===== src/rtl/pipe_add_pkg.sv =====
`default_nettype none
// ============================================================================
// Module   : pipe_add_pkg
// Purpose  : Default geometry and stage-count derivation for pipe_add.
// Revision : 1.0 - initial release
// ============================================================================
package pipe_add_pkg;

   localparam int c_DEF_WIDTH = 8;
   localparam int c_DEF_LANE  = 4;

   function automatic int stages_of(input int width, input int lane);
      return (lane > 0) ? width / lane : 1;
   endfunction

endpackage
`default_nettype wire


===== src/rtl/add_lane.sv =====
`default_nettype none
// ============================================================================
// Module   : add_lane
// Purpose  : LANE-bit ripple-carry adder slice used by each pipe_add stage.
// Revision : 1.0 - initial release
// ============================================================================
module add_lane
   import pipe_add_pkg::*;
#(
   parameter int LANE = c_DEF_LANE
) (
   input  logic [LANE-1:0] a,
   input  logic [LANE-1:0] b,
   input  logic            cin,
   output logic [LANE-1:0] s,
   output logic            cout
);

   logic [LANE:0] w_c;

   assign w_c[0] = cin;

   for (genvar i = 0; i < LANE; i++) begin : g_bit
      assign s[i]     = a[i] ^ b[i] ^ w_c[i];
      assign w_c[i+1] = (a[i] & b[i]) | (w_c[i] & (a[i] ^ b[i]));
   end

   assign cout = w_c[LANE];

endmodule
`default_nettype wire


===== src/rtl/pipe_add.sv =====
`default_nettype none
// ============================================================================
// Module   : pipe_add
// Purpose  : Lane-pipelined add/subtract with valid/ready flow control.
//            Define PIPE_ADD_OVF_EN to add the signed-overflow output ovf.
// Revision : 1.0 - initial release
// ============================================================================
module pipe_add
   import pipe_add_pkg::*;
#(
   parameter int WIDTH = c_DEF_WIDTH,
   parameter int LANE  = c_DEF_LANE
) (
   input  logic             clk,
   input  logic             rst_n,
   input  logic             in_valid,
   output logic             in_ready,
   input  logic [WIDTH-1:0] a,
   input  logic [WIDTH-1:0] b,
   input  logic             cin,
   input  logic             sub,
   output logic             out_valid,
   input  logic             out_ready,
   output logic [WIDTH-1:0] sum,
   output logic             cout
`ifdef PIPE_ADD_OVF_EN
   ,
   output logic             ovf
`endif
);

   localparam int STAGES = stages_of(WIDTH, LANE);

   if (LANE < 1 || (WIDTH % LANE) != 0) begin : g_bad_params
      $error("pipe_add: WIDTH must be a positive multiple of LANE");
   end

   logic             w_adv;
   logic [WIDTH-1:0] w_b_eff;
   logic             w_cin_eff;

   assign w_adv     = !out_valid || out_ready;
   assign in_ready  = w_adv;
   assign w_b_eff   = sub ? ~b : b;
   assign w_cin_eff = sub | cin;

   for (genvar k = 0; k < STAGES; k++) begin : g_stage
      localparam int c_DONE = (k + 1) * LANE;
      localparam int c_IN_W = WIDTH - k * LANE;

      // Operands entering this stage with lane k aligned at bit 0.
      logic [c_IN_W-1:0] w_ain;
      logic [c_IN_W-1:0] w_bin;
      logic              w_ci;
      logic              w_vin;
      logic [LANE-1:0]   w_ls;
      logic              w_co;
      logic [c_DONE-1:0] w_sum_next;
      logic              r_valid;
      logic              r_carry;
      logic [c_DONE-1:0] r_sum;

      if (k == 0) begin : g_first
         assign w_ain      = a;
         assign w_bin      = w_b_eff;
         assign w_ci       = w_cin_eff;
         assign w_vin      = in_valid;
         assign w_sum_next = w_ls;
      end else begin : g_rest
         assign w_ain      = g_stage[k-1].g_ops.r_a_rem;
         assign w_bin      = g_stage[k-1].g_ops.r_b_rem;
         assign w_ci       = g_stage[k-1].r_carry;
         assign w_vin      = g_stage[k-1].r_valid;
         assign w_sum_next = {w_ls, g_stage[k-1].r_sum};
      end

      add_lane #(.LANE(LANE)) u_lane (
         .a    (w_ain[LANE-1:0]),
         .b    (w_bin[LANE-1:0]),
         .cin  (w_ci),
         .s    (w_ls),
         .cout (w_co)
      );

      always_ff @(posedge clk or negedge rst_n) begin
         if (!rst_n) begin
            r_valid <= 1'b0;
            r_carry <= 1'b0;
            r_sum   <= '0;
         end else if (w_adv) begin
            r_valid <= w_vin;
            r_carry <= w_co;
            r_sum   <= w_sum_next;
         end
      end

      if (k < STAGES - 1) begin : g_ops
         logic [WIDTH-c_DONE-1:0] r_a_rem;
         logic [WIDTH-c_DONE-1:0] r_b_rem;

         always_ff @(posedge clk or negedge rst_n) begin
            if (!rst_n) begin
               r_a_rem <= '0;
               r_b_rem <= '0;
            end else if (w_adv) begin
               r_a_rem <= w_ain[c_IN_W-1:LANE];
               r_b_rem <= w_bin[c_IN_W-1:LANE];
            end
         end
      end

`ifdef PIPE_ADD_OVF_EN
      if (k == STAGES - 1) begin : g_ovf
         logic r_ovf;

         // Carry into the MSB is recovered as s ^ a ^ b at that bit.
         always_ff @(posedge clk or negedge rst_n) begin
            if (!rst_n) begin
               r_ovf <= 1'b0;
            end else if (w_adv) begin
               r_ovf <= w_co ^ w_ls[LANE-1] ^ w_ain[LANE-1] ^ w_bin[LANE-1];
            end
         end
      end
`endif
   end

   assign out_valid = g_stage[STAGES-1].r_valid;
   assign sum       = g_stage[STAGES-1].r_sum;
   assign cout      = g_stage[STAGES-1].r_carry;
`ifdef PIPE_ADD_OVF_EN
   assign ovf       = g_stage[STAGES-1].g_ovf.r_ovf;
`endif

endmodule
`default_nettype wire


===== config.mk =====
export PLATFORM = sky130hd
export DESIGN_NAME = pipe_add
export DESIGN_NICKNAME = d
export VERILOG_FILES = /design/src/rtl/pipe_add_pkg.sv /design/src/rtl/add_lane.sv /design/src/rtl/pipe_add.sv
export SDC_FILE = /design/constraint.sdc
export NUM_CORES = 1
export LEC_CHECK = 0
export CAP_MARGIN = 40
export CORE_MARGIN = 2
export CORE_UTILIZATION = 50
export CTS_CLUSTER_DIAMETER = 30
export DETAILED_ROUTE_END_ITERATION = 7
export DONT_BUFFER_PORTS = 1
export GPL_TIMING_DRIVEN = 1
export PLACE_DENSITY = 0.61
export SETUP_SLACK_MARGIN = 0.05
export SLEW_MARGIN = 20
export SYNTH_ARGS = -nofsm -noshare
export SYNTH_HDL_FRONTEND = slang
export SYNTH_SLANG_ARGS = --single-unit

===== constraint.sdc =====
create_clock -name clk -period 2.6 [get_ports clk]
set_input_delay 0.39 -clock clk [delete_from_list [all_inputs] [get_ports clk]]
set_output_delay 0.39 -clock clk [all_outputs]
set_load 0.01 [all_outputs]

==> flow_results.xml <==
<?xml version="1.0" encoding="UTF-8"?>
<metrics>
  <group name="run">
    <metric name="max_cap_violations" unit="">0</metric>
  </group>
  <group name="sta">
    <metric name="grt_setup_unrepaired" unit="">false</metric>
    <metric name="final.setup_skew" unit="ns">0.01023</metric>
    <metric name="finalHoldWorstSlack" unit="ns">0.02101</metric>
    <metric name="tightestPinTransition" unit="ns">0.5241</metric>
    <metric name="achievable-frequency" unit="GHz">0.4573</metric>
    <metric name="timing.max_slew.rel_slack" unit="%">65.06</metric>
    <metric name="final-hold-violation-count" unit="">0</metric>
    <metric name="final_min_period_over_clock_period" unit="%">84.10</metric>
    <metric name="final-setup-viol-count" unit="">0</metric>
    <metric name="finalMaxSlewViolations" unit="">0</metric>
    <metric name="fin_crit" unit="ns">2.187</metric>
    <metric name="setup_total_negative_slack" unit="ns">0</metric>
  </group>
  <group name="grt">
    <metric name="via_count_of_the_first_global_routing_pass" unit="">631</metric>
    <metric name="first_pass_grt_wire_length" unit="mm">2.815</metric>
    <metric name="antenna_found_initial" unit="">0</metric>
    <metric name="grt_overflow" unit="">0</metric>
    <metric name="grt_max_degree" unit="">26</metric>
    <metric name="grt.total_usage" unit="%">14.40</metric>
  </group>
  <group name="logic_synthesis">
    <metric name="synthCells" unit="">84</metric>
    <metric name="postSynthAreaPerCell" unit="sq um">14.87</metric>
    <metric name="synth.net_count" unit="">114</metric>
    <metric name="number_of_flip_flops_and_latches_in_the_synthesized_netlist" unit="">24</metric>
    <metric name="synth.lib_cells_used.distinct" unit="">16</metric>
    <metric name="yosysWarningCount" unit="">0</metric>
    <metric name="portion_of_the_post_synthesis_area_used_by_sequential_elements" unit="%">48.10</metric>
    <metric name="synth.cell_area" unit="sq mm">0.001249</metric>
  </group>
  <group name="pwr">
    <metric name="power_per_cell_area" unit="mW/mm^2">837.7</metric>
    <metric name="ir_drop" unit="V">0.0003743</metric>
    <metric name="portion_of_total_power_attributed_to_the_clock_network" unit="%">24.8</metric>
    <metric name="p_int" unit="W">0.0007844</metric>
    <metric name="p_switching" unit="W">0.0003056</metric>
    <metric name="power_frac_seq" unit="%">52.9</metric>
    <metric name="p_comb_share" unit="%">22.3</metric>
    <metric name="sw_frac_of_total" unit="%">28.04</metric>
    <metric name="power_leakage" unit="nW">0.6116</metric>
  </group>
  <group name="cts">
    <metric name="clock_tree.htree_level_count" unit="">1</metric>
    <metric name="num_cts_buffers" unit="">3</metric>
    <metric name="numClockSinks" unit="">24</metric>
    <metric name="clock_latency" unit="ns">0.32</metric>
    <metric name="cts.reportedPaths.clkPinSlew" unit="ns">0.14</metric>
    <metric name="tritoncts" unit="">done</metric>
    <metric name="clock-root-buffer" unit="">sky130_fd_sc_hd__clkbuf_4</metric>
    <metric name="cts_post_setup_buffers_inserted" unit="">0</metric>
    <metric name="cts-root-to-sink-buffers" unit="">2</metric>
  </group>
  <group name="routing">
    <metric name="drt_wl_total" unit="mm">1.734</metric>
    <metric name="dr.pass1.iters" unit="">2</metric>
    <metric name="detail_route.wl_per_cell" unit="um">15.08</metric>
    <metric name="routed_vias" unit="">601</metric>
    <metric name="final_antenna_net_count" unit="">0</metric>
    <metric name="drcViolationCount" unit="">0</metric>
    <metric name="first_iter_violations" unit="">2</metric>
    <metric name="route.detailed.vias_per_inst" unit="">5.226</metric>
  </group>
  <group name="floorplanning">
    <metric name="io-pin-count" unit="">33</metric>
    <metric name="initial_utilization" unit="%">51.82</metric>
    <metric name="floorplan.die.height" unit="um">53.98</metric>
    <metric name="core_area" unit="sq mm">0.002410</metric>
    <metric name="die-width" unit="um">53.98</metric>
    <metric name="floorplan.rows" unit="">18</metric>
    <metric name="floorplan.die_area" unit="sq mm">0.002913</metric>
  </group>
  <group name="final_layout">
    <metric name="layout_commonest_cell" unit="">sky130_fd_sc_hd__dfrtp_1</metric>
    <metric name="final_core_util" unit="%">54.00</metric>
    <metric name="area_growth_syn_to_layout" unit="%">4.209</metric>
    <metric name="antenna_cells_inserted" unit="">0</metric>
    <metric name="fin_area" unit="sq mm">0.001301</metric>
    <metric name="fin_nets" unit="">116</metric>
    <metric name="layout.cells.most_common_list" unit="">24 x sky130_fd_sc_hd__dfrtp_1, 12 x sky130_fd_sc_hd__mux2_4, 10 x sky130_fd_sc_hd__inv_1</metric>
    <metric name="finish.cell_count_without_fillers" unit="">115</metric>
    <metric name="post_route_cells_drive_above_1_share" unit="%">29.41</metric>
  </group>
  <group name="worst_setup_path">
    <metric name="cp_max_fo" unit="">2</metric>
    <metric name="cp-start-kind" unit="">register</metric>
    <metric name="reg2reg_from" unit="">g_stage[0].r_carry</metric>
    <metric name="timing.rr.end" unit="">sum[7]</metric>
    <metric name="worstPathArrival" unit="ns">2.45</metric>
    <metric name="setup.worst_path.class" unit="">reg2reg</metric>
    <metric name="worst_setup_path_end_kind" unit="">register</metric>
    <metric name="worstPathRequired" unit="ns">2.86</metric>
    <metric name="timing.reg2reg.setup_slack" unit="ns">0.41</metric>
    <metric name="r2r_cells" unit="">8</metric>
  </group>
  <group name="worst_hold_path">
    <metric name="hp-class" unit="">in2async</metric>
  </group>
  <group name="outcome">
    <metric name="status" unit="">complete, no violations</metric>
  </group>
  <group name="placement">
    <metric name="routabilityCongestion" unit="">0.6758</metric>
    <metric name="dp.final_hpwl" unit="mm">1.246</metric>
    <metric name="io_buffers" unit="">0</metric>
    <metric name="cell_area_placed" unit="sq mm">0.001244</metric>
    <metric name="placedCellCount" unit="">110</metric>
  </group>
</metrics>
[cell families after synthesis]
logic type | count (synthesis) | synth area share (%)
AOI/OAI and AO/OA | 4 | 1.603
xor gates and xnor gates | 8 | 5.611
adders and majority gates | 8 | 12.83
buffers and inverters | 14 | 6.813
DFF | 24 | 48.10
muxes | 19 | 20.54
and+or+nand+nor | 7 | 4.509
[cell usage after synthesis]
cell / instances / share of area, %
sky130_fd_sc_hd__a21oi_1: 4 / 1.6
sky130_fd_sc_hd__buf_12: 1 / 1.6
sky130_fd_sc_hd__buf_2: 1 / 0.40
sky130_fd_sc_hd__buf_6: 2 / 1.8
sky130_fd_sc_hd__dfrtp_1: 24 / 48
sky130_fd_sc_hd__fa_1: 8 / 13
sky130_fd_sc_hd__inv_1: 10 / 3.0
sky130_fd_sc_hd__mux2_2: 5 / 4.5
sky130_fd_sc_hd__mux2_4: 12 / 14
sky130_fd_sc_hd__mux2i_1: 2 / 1.6
sky130_fd_sc_hd__nand2b_1: 1 / 0.50
sky130_fd_sc_hd__nand2b_4: 1 / 1.1
sky130_fd_sc_hd__nor3b_1: 4 / 2.4
sky130_fd_sc_hd__or2_2: 1 / 0.50
sky130_fd_sc_hd__xnor2_1: 3 / 2.1
sky130_fd_sc_hd__xor2_1: 5 / 3.5
[cell type report]
class | count | area [sq um]
fillers | 197 | 1109
clock buffers | 3 | 22.52
flip-flops and latches | 24 | 600.6
well taps | 30 | 37.54
inverters | 10 | 37.54
clock inverters | 1 | 30.03
multi-input cells | 46 | 568.0
repair buffers | 1 | 5.005
[timing repair]
action | in CTS | in global routing
hold buffers | 1 | 0
hold endpoints to repair | 24 | 0
gates resized for setup | 0 | 0
[metal layers]
metal | track usage (%) | share of wire (%)
met5 | 0 | 0
met2 | 21.14 | 45
met4 | 8.750 | 2.2
met1 | 18.59 | 44
met3 | 4.444 | 7.9
[state kept, by name, indices dropped and copies added, names as in the netlist]
name                   cells
out_valid                  1
g_stage.g_ops.r_b_rem      4
sum                        8
cout                       1
g_stage.r_sum              4
g_stage.r_valid            1
g_stage.g_ops.r_a_rem      4
g_stage.r_carry            1
[critical path, stage by stage (launching register included)]
cell	delay, ns
sky130_fd_sc_hd__dfrtp_1	0.43
sky130_fd_sc_hd__fa_1	0.43
sky130_fd_sc_hd__inv_1	0.09
sky130_fd_sc_hd__fa_1	0.16
sky130_fd_sc_hd__inv_1	0.05
sky130_fd_sc_hd__fa_1	0.35
sky130_fd_sc_hd__inv_1	0.08
sky130_fd_sc_hd__fa_1	0.41
sky130_fd_sc_hd__a21oi_1	0.13
[worst max-delay path by stage]
stage	startpoint	end	slack [ns]	depth (start not counted)
after floorplan	sub	g_stage[0].r_sum[3]	0.05	9
after global placement	sub	g_stage[0].r_sum[3]	0.15	8
after detailed placement	sub	g_stage[0].r_sum[3]	0.12	8
after CTS	g_stage[0].r_carry	sum[7]	0.39	8
after global routing	g_stage[0].r_carry	sum[7]	0.26	8
final	g_stage[0].r_carry	sum[7]	0.41	8
[stage by stage]
step	setup slack (ns)	power [W]
3_3_place_gp	0.1465	0.0008195
5_1_grt	0.2621	0.001169
6_report	0.4134	0.001090
3_5_place_dp	0.1198	0.0008285
2_1_floorplan	0.05473	0.0007924
4_1_cts	0.3915	0.001111
[power groups by stage]
stage                     registers [W]  clock network [W]  logic (W)
after global placement         0.000585                  0   0.000234
after detailed placement       0.000589                  0   0.000240
after floorplan                0.000567                  0   0.000225
final                          0.000577           0.000270   0.000243
after CTS                      0.000580           0.000281   0.000250
after global routing           0.000594           0.000300   0.000275
No activity file was read; power rests on OpenSTA's default activity.
